<file path="src/rtl/mips_branch_predictor.sv">
// rtl/mips_branch_predictor.sv - direct-mapped BTB/BHT dynamic branch predictor
//
// Purpose: zero-latency IF-stage lookup of predicted taken/target, EX-stage
// training of saturating counters, mispredict detection with redirect PC,
// and resolved-branch / mispredict performance counters.
//
// Ports:
//   clk, rst            clock (rising edge), asynchronous active-high reset
//   clear_i             synchronous invalidate of every entry
//   lk_pc_i             IF PC to look up
//   pred_taken_o        predicted taken
//   pred_target_o       predicted next PC (lk_pc_i+4 when not taken)
//   upd_valid_i         resolved branch present in EX
//   upd_pc_i            PC of resolved branch
//   upd_taken_i         actual outcome
//   upd_target_i        actual taken target
//   upd_pred_taken_i    prediction carried with the branch
//   upd_pred_target_i   predicted target carried with the branch
//   mispredict_o        flush IF/ID and redirect
//   redirect_pc_o       correct next PC
//   branch_cnt_o        resolved-branch count (wraps)
//   mispred_cnt_o       mispredict count (wraps)
module mips_branch_predictor #(
  parameter int XLEN     = 32,
  parameter int ENTRIES  = 16,
  parameter int CTR_BITS = 2,
  parameter int CNT_W    = 32
) (
  input  logic             clk,
  input  logic             rst,
  input  logic             clear_i,
  input  logic [XLEN-1:0]  lk_pc_i,
  output logic             pred_taken_o,
  output logic [XLEN-1:0]  pred_target_o,
  input  logic             upd_valid_i,
  input  logic [XLEN-1:0]  upd_pc_i,
  input  logic             upd_taken_i,
  input  logic [XLEN-1:0]  upd_target_i,
  input  logic             upd_pred_taken_i,
  input  logic [XLEN-1:0]  upd_pred_target_i,
  output logic             mispredict_o,
  output logic [XLEN-1:0]  redirect_pc_o,
  output logic [CNT_W-1:0] branch_cnt_o,
  output logic [CNT_W-1:0] mispred_cnt_o
);

  localparam int IDX   = $clog2(ENTRIES);
  localparam int TAG_W = XLEN - IDX - 2;

  // Weakly-taken is the MSB alone; weakly-not-taken is one below it.
  localparam logic [CTR_BITS-1:0] CTR_WT  = CTR_BITS'(1 << (CTR_BITS - 1));
  localparam logic [CTR_BITS-1:0] CTR_WNT = CTR_BITS'((1 << (CTR_BITS - 1)) - 1);
  localparam logic [CTR_BITS-1:0] CTR_MAX = '1;

  logic [ENTRIES-1:0]  valid_q, valid_d;
  logic [TAG_W-1:0]    tag_q    [ENTRIES];
  logic [TAG_W-1:0]    tag_d    [ENTRIES];
  logic [XLEN-1:0]     target_q [ENTRIES];
  logic [XLEN-1:0]     target_d [ENTRIES];
  logic [CTR_BITS-1:0] ctr_q    [ENTRIES];
  logic [CTR_BITS-1:0] ctr_d    [ENTRIES];
  logic [CNT_W-1:0]    branch_cnt_q, branch_cnt_d;
  logic [CNT_W-1:0]    mispred_cnt_q, mispred_cnt_d;

  logic [IDX-1:0]   lk_idx, upd_idx;
  logic [TAG_W-1:0] lk_tag, upd_tag;
  logic             lk_hit, upd_hit;

  assign lk_idx  = lk_pc_i[IDX+1:2];
  assign lk_tag  = lk_pc_i[XLEN-1:IDX+2];
  assign upd_idx = upd_pc_i[IDX+1:2];
  assign upd_tag = upd_pc_i[XLEN-1:IDX+2];

  // Lookup reads registered state only, so a same-edge update is not bypassed.
  assign lk_hit        = valid_q[lk_idx] && (tag_q[lk_idx] == lk_tag);
  assign pred_taken_o  = lk_hit && ctr_q[lk_idx][CTR_BITS-1];
  assign pred_target_o = pred_taken_o ? target_q[lk_idx] : lk_pc_i + XLEN'(4);

  assign upd_hit = valid_q[upd_idx] && (tag_q[upd_idx] == upd_tag);

  assign mispredict_o  = upd_valid_i &&
                         ((upd_taken_i != upd_pred_taken_i) ||
                          (upd_taken_i && (upd_target_i != upd_pred_target_i)));
  assign redirect_pc_o = upd_taken_i ? upd_target_i : upd_pc_i + XLEN'(4);

  assign branch_cnt_o  = branch_cnt_q;
  assign mispred_cnt_o = mispred_cnt_q;

  always_comb begin
    valid_d  = valid_q;
    tag_d    = tag_q;
    target_d = target_q;
    ctr_d    = ctr_q;

    if (clear_i) begin
      valid_d = '0;
      for (int i = 0; i < ENTRIES; i++) begin
        ctr_d[i] = CTR_WNT;
      end
    end else if (upd_valid_i) begin
      if (upd_hit) begin
        if (upd_taken_i) begin
          target_d[upd_idx] = upd_target_i;
          if (ctr_q[upd_idx] != CTR_MAX) begin
            ctr_d[upd_idx] = ctr_q[upd_idx] + CTR_BITS'(1);
          end
        end else if (ctr_q[upd_idx] != '0) begin
          ctr_d[upd_idx] = ctr_q[upd_idx] - CTR_BITS'(1);
        end
      end else if (upd_taken_i) begin
        // Not-taken misses are never allocated: they would only predict pc+4.
        valid_d[upd_idx]  = 1'b1;
        tag_d[upd_idx]    = upd_tag;
        target_d[upd_idx] = upd_target_i;
        ctr_d[upd_idx]    = CTR_WT;
      end
    end

    // Perf counters run independently of clear_i.
    branch_cnt_d  = branch_cnt_q + CNT_W'(upd_valid_i);
    mispred_cnt_d = mispred_cnt_q + CNT_W'(mispredict_o);
  end

  always_ff @(posedge clk or posedge rst) begin
    if (rst) begin
      valid_q       <= '0;
      branch_cnt_q  <= '0;
      mispred_cnt_q <= '0;
      for (int i = 0; i < ENTRIES; i++) begin
        tag_q[i]    <= '0;
        target_q[i] <= '0;
        ctr_q[i]    <= CTR_WNT;
      end
    end else begin
      valid_q       <= valid_d;
      tag_q         <= tag_d;
      target_q      <= target_d;
      ctr_q         <= ctr_d;
      branch_cnt_q  <= branch_cnt_d;
      mispred_cnt_q <= mispred_cnt_d;
    end
  end

endmodule

</file>
<file path="config.mk">
export PLATFORM = sky130hd
export DESIGN_NAME = mips_branch_predictor
export DESIGN_NICKNAME = d
export VERILOG_FILES = /design/src/rtl/mips_branch_predictor.sv
export SDC_FILE = /design/constraint.sdc
export NUM_CORES = 2
export LEC_CHECK = 0
export CORE_UTILIZATION = 64
export DETAILED_ROUTE_END_ITERATION = 7
export DONT_BUFFER_PORTS = 1
export MAX_ROUTING_LAYER = met4
export PLACE_DENSITY = 0.9
export SLEW_MARGIN = 0
export SYNTH_ARGS = -nofsm -noshare
export SYNTH_HDL_FRONTEND = slang
export SYNTH_SLANG_ARGS = --single-unit
</file>
<file path="constraint.sdc">
create_clock -name clk -period 38.5 [get_ports clk]
set_clock_uncertainty 0.15 [all_clocks]
set_input_delay 3.85 -clock clk [delete_from_list [all_inputs] [get_ports clk]]
set_output_delay 3.85 -clock clk [all_outputs]
set_load 0.05 [all_outputs]
</file>
======== Word level (Yosys, flattened, before mapping) ========
Index checks and enable logic that the tools add are counted.
word-level totals
  flip-flop bits (word level) ............. 1040
  bits of input ports ..................... 134
cells by class
  add/sub/neg operators ................... 6
  $lt $le $gt $ge ......................... 6
  bitwise gates (word level) .............. 8
  muxes and demuxes ....................... 44
  reduce and logical (&&, ||, !) cells .... 17
  equal/unequal tests ..................... 7
operators by type and width
  operator                                                   count
  bitwise mux 512 bit                                        1
  bitwise mux 416 bit                                        1
  two-way mux 32 bit                                         12
  binary-select mux 26 bit (select 4 bit)                    2
  two-way mux 26 bit                                         5
  binary-select mux 32 bit (select 4 bit)                    1
  demux 32 bit (select 4 bit)                                1
  demux 26 bit (select 4 bit)                                1
  adder 32 x 1 -> 32 bit                                     2
  adder 32 x 3 -> 32 bit (second input constant)             2
  bitwise mux 32 bit                                         2
  two-way mux 16 bit                                         4
  equality test 26 bit                                       2
  != test 32 bit                                             1
  OR 16 bit                                                  2
  bitwise AND 16 bit                                         1
  binary-select mux 2 bit (select 4 bit)                     2
  NOT 16 bit                                                 1
  greater-or-equal comparator 5 bit (second input constant)  2
  < comparator 4 x 5 -> 1 bit (second input constant)        2
  two-way mux 2 bit                                          5
  NOT 4 -> 5 bit                                             2
  binary-select mux 1 bit (select 4 bit)                     2
  demux 2 bit (select 4 bit)                                 1
  16 further kinds                                           31

======== Depth between registers and ports, before layout ========
  word-level depth ........................ 11
  gate-level depth with buffers ........... 17
  mapped depth without buffers ............ 14

======== Worst setup path before layout ========
OpenSTA, ideal clock, no wires.
  path kind ............................... in2out
  from .................................... in lk_pc_i[2]
  to ...................................... out pred_target_o[2]
  stages .................................. 12
  path slack .............................. 26.852 ns
  arrival time ............................ 7.648 ns
  cell sequence ........................... buf_2 -> buf_2 -> buf_2 -> mux4_2 -> a211oi_1 -> a21oi_1 -> xor2_1 -> nor4_1 -> nand4_1 -> nor4_4 -> buf_4 -> mux2i_1
between the ends
  longest elaborated chain between the ends .. 8
  elaborated cells between the ends (all ways) .. 17
RTL lines
  element                                                 RTL line  RTL
  start, declared                                         32        input logic [XLEN-1:0] lk_pc_i,
  NOT 4 -> 5 bit (implied by the code)                    75, 76
  binary-select mux 26 bit (select 4 bit)                 75        assign lk_hit = valid_q[lk_idx] && (tag_q[lk_idx] == lk_tag);
  two-way mux 26 bit (implied by the code) (2 in series)  75
  equality test 26 bit                                    75
  logical AND 1 bit                                       75
  logical AND 1 bit *                                     76        assign pred_taken_o = lk_hit && ctr_q[lk_idx][CTR_BITS-1];
  named net pred_taken_o                                  33        output logic pred_taken_o,
  two-way mux 32 bit *                                    77        assign pred_target_o = pred_taken_o ? target_q[lk_idx] : lk_pc_i + XLEN'(4);
  end, declared                                           34        output logic [XLEN-1:0] pred_target_o,
The timed path passes the listed nets; every way through them passes the cells marked *. The select of a mux whose other input is x is not followed.

======== Worst setup path after layout ========
Same ends and word-level chain as after synthesis.

==> results.yml <==
outcome:
  status: "finished, violations left"
  violations: "capacitance limit, slew limit"
placed_design:
  gp_congestion: 0.963
  port_buffers: 0
  dp.final_hpwl_mm: 89.3
synth:
  yosysTopAreaCell: "dfrtp_1"
  synthAdderAreaFrac: 0.00254
  yosysSeqAreaShare: 0.481
  synth_top_family_by_area: "multiplexers"
  synth_mux_area_frac: 0.379
  synth.avg_cell_area_um2: 14.6
  synth_xor_area_frac: 0.0320
  syn_area_um2: 54100
  synthTopCellsByArea: "dfrtp_1, mux2_2, mux4_2"
  synth_edf_count: 0
  synth.distinct_cells: 72
  yosys_register_bits: 1040
  netlist.area_leader.share: 0.473
  synth_nets: 3861
  synth_cells: 3716
  synth_compound_area_frac: 0.0285
  synthSimpleGateAreaFrac: 0.0436
  ys_async_sr_fraction: 1.00
  ys.flop_type: "dfrtp_1"
  synth_warnings: 0
clock_network:
  ctsHoldBuffers: 0
  cts_setup_buffers: 0
  cts_htree_levels: 3
  cts_tree: "built"
  clock_latency_ps: 710
  clk_pin_slew_ps: 60
  clockRootBuffer: "clkbuf_16"
  clock_sinks: 1040
  cts_resized: 0
  clk_path_buf_depth: 3
  cts_buffers: 103
timing:
  setup_violations: 0
  fin_crit_ps: 12860
  fmax_ghz: 0.0777
  rsz0062_at_grt: "no"
  hold_viol: 0
  drv_slew: 4
  finalSetupTns_ps: 0
  max_slew_margin: -0.125
  tightest_slew_ps: 1670
  period_share: 0.334
  fin_hold_ws_ps: 353
hold_path:
  holdCritPathClass: "reg2reg"
drt:
  vias_per_cell: 7.25
  drt_wl_total_mm: 155
  drc: 0
  dr.first_iter.drc_count: 3698
  postRouteAntennaNets: 0
  route.vias.total: 34349
  drt_first_pass_iters: 8
  wl_per_cell_um: 32.6
setup_path:
  crit_arrival_ps: 8860
  crit_path_end_kind: "primary output"
  path_class: "in2out"
  crit_path_start_kind: "primary input"
  path_max_fanout: 253
  crit_required_ps: 34500
floorplan:
  ioPinCount: 264
  die_h_um: 293
  start_util: 0.647
  placementRows: 106
  die-area_um2: 85800
  core_area_um2: 83700
  die_w_um: 293
power:
  ir_worst_vdd_v: 0.0000372
  p_leak_nw: 25.7
  power.density_nw_per_um2: 49.3
run:
  max-cap-violations: 1
grt:
  grt_antenna_before_repair: 7
  overflow: 0
  grt_start_max_net_pins: 254
  grt_util_all_layers: 0.378
  grt_pass1_wl_mm: 232
  grt_pass1_vias: 35799
cells_and_area:
  area_delta_synth_final_pct: 7.43
  layout-drive-gt1-share: 0.439
  fin_nets: 3656
## cell type report
type	count	area (µm²)
Inverter	22	90.1
Timing Repair Buffer	51	383
Clock buffer	132	2860
Tap cell	1134	1420
Sequential cell	1040	26000
Multi-Input combinational cell	2293	26400
Fill cell	4892	25500
Clock inverter	60	953
Antenna cell	9	22.5
## critical path, stage by stage
cell,delay (ps)
mux4_2,820
nor2b_1,160
a211oi_1,310
a21oi_1,190
xor2_1,190
nor4_1,580
nand4_1,260
nor4_4,360
buf_4,650
mux2i_1,980
## metrics by stage
stage          cells  setup WS [ps]  cell area [µm²]  utilization  power, W
4_1_cts         4732          26500            58100        0.695   0.00286
3_3_place_gp    4540          26430            54300        0.649   0.00171
5_1_grt         4738          25770            58200        0.695   0.00295
2_1_floorplan   3716           5260            54100            -   0.00168
3_5_place_dp    4540          26450            54300        0.649   0.00174
6_report        4741          25640            58200        0.695   0.00287
## sequential cells by signal (all words and copies together) (netlist names)
name / cells
valid_q: 16
tag_q: 416
branch_cnt_o: 32
target_q: 512
mispred_cnt_o: 32
ctr_q: 32
## cells in the mapped netlist (9+ instances only)
library cell,instances
a211oi_1,18
a21oi_1,23
a22oi_1,17
a41oi_1,16
and3_1,24
and4_1,9
buf_1,39
buf_2,45
buf_4,44
buf_6,16
clkbuf_1,214
dfrtp_1,1024
dfstp_2,16
ha_1,11
inv_1,21
mux2_1,80
mux2_2,891
mux2i_1,99
mux4_2,381
nand2_1,109
nand2b_1,24
nand3_1,79
nand4_1,32
nor2_1,85
nor2b_1,24
nor3_1,15
nor4_1,16
o21ai_0,43
o32ai_4,12
xnor2_1,123
xor2_1,75
## report_power, final
group	switching [W]	total, W	internal (W)
combinational	0.000163	0.000391	0.000229
sequential	0.000123	0.00135	0.00123
clock	0.000456	0.00113	0.000670
total	0.000742	0.00287	0.00213
## placed cells by master, fill, tap and decap left out, types with 13 or more instances in the layout
cell type,Yosys,layout
dfrtp_1,1024,1024
mux2_2,891,891
mux4_2,381,381
xnor2_1,123,123
nand2_1,109,109
clkbuf_16,0,104
mux2i_1,99,99
mux2_1,80,80
xor2_1,75,75
nand3_1,79,75
nor2_1,85,73
buf_4,44,51
nand4_1,32,32
o21ai_1,0,28
nor2b_1,24,24
and3_1,24,24
clkinv_2,0,24
nand2b_1,24,22
a21oi_1,23,22
bufinv_16,0,21
inv_1,21,20
a211oi_1,18,18
a22oi_1,17,17
nor4_1,16,16
a41oi_1,16,16
dfstp_2,16,16
o21ai_0,43,15
nor3_1,15,15
clkbuf_8,0,15
clkbuf_1,214,13
## per-layer routing
layer	global-route usage	wire, µm	up-vias
li1	-	-	13478
met1	0.449	52600	17953
met2	0.561	72000	2271
met3	0.124	19000	647
met4	0.229	11000	0
met5	-	0	-
## cell families after synthesis
| logic type | Yosys count |
|---|---|
| mux | 1451 |
| fa+ha+maj | 11 |
| compound gates | 181 |
| xor+xnor | 198 |
| buf+inv | 383 |
| simple gates | 452 |
| flops | 1040 |
## worst paths after layout
kind                            slack [ps]  depth (start not counted)          start                 to
worst max-delay path                 25640                         10     lk_pc_i[2]   pred_target_o[2]
worst max register to register       33190                         10     tag_q[346]         tag_q[177]
worst min register to register         350                          1  target_q[288]      target_q[288]
worst min-delay path                   350                          1  target_q[288]      target_q[288]
max in group asynchronous            31930                          4            rst  mispred_cnt_o[22]
min in group asynchronous             3050                          1            rst         tag_q[109]
Note: power is estimated with default switching activity, not from simulation.
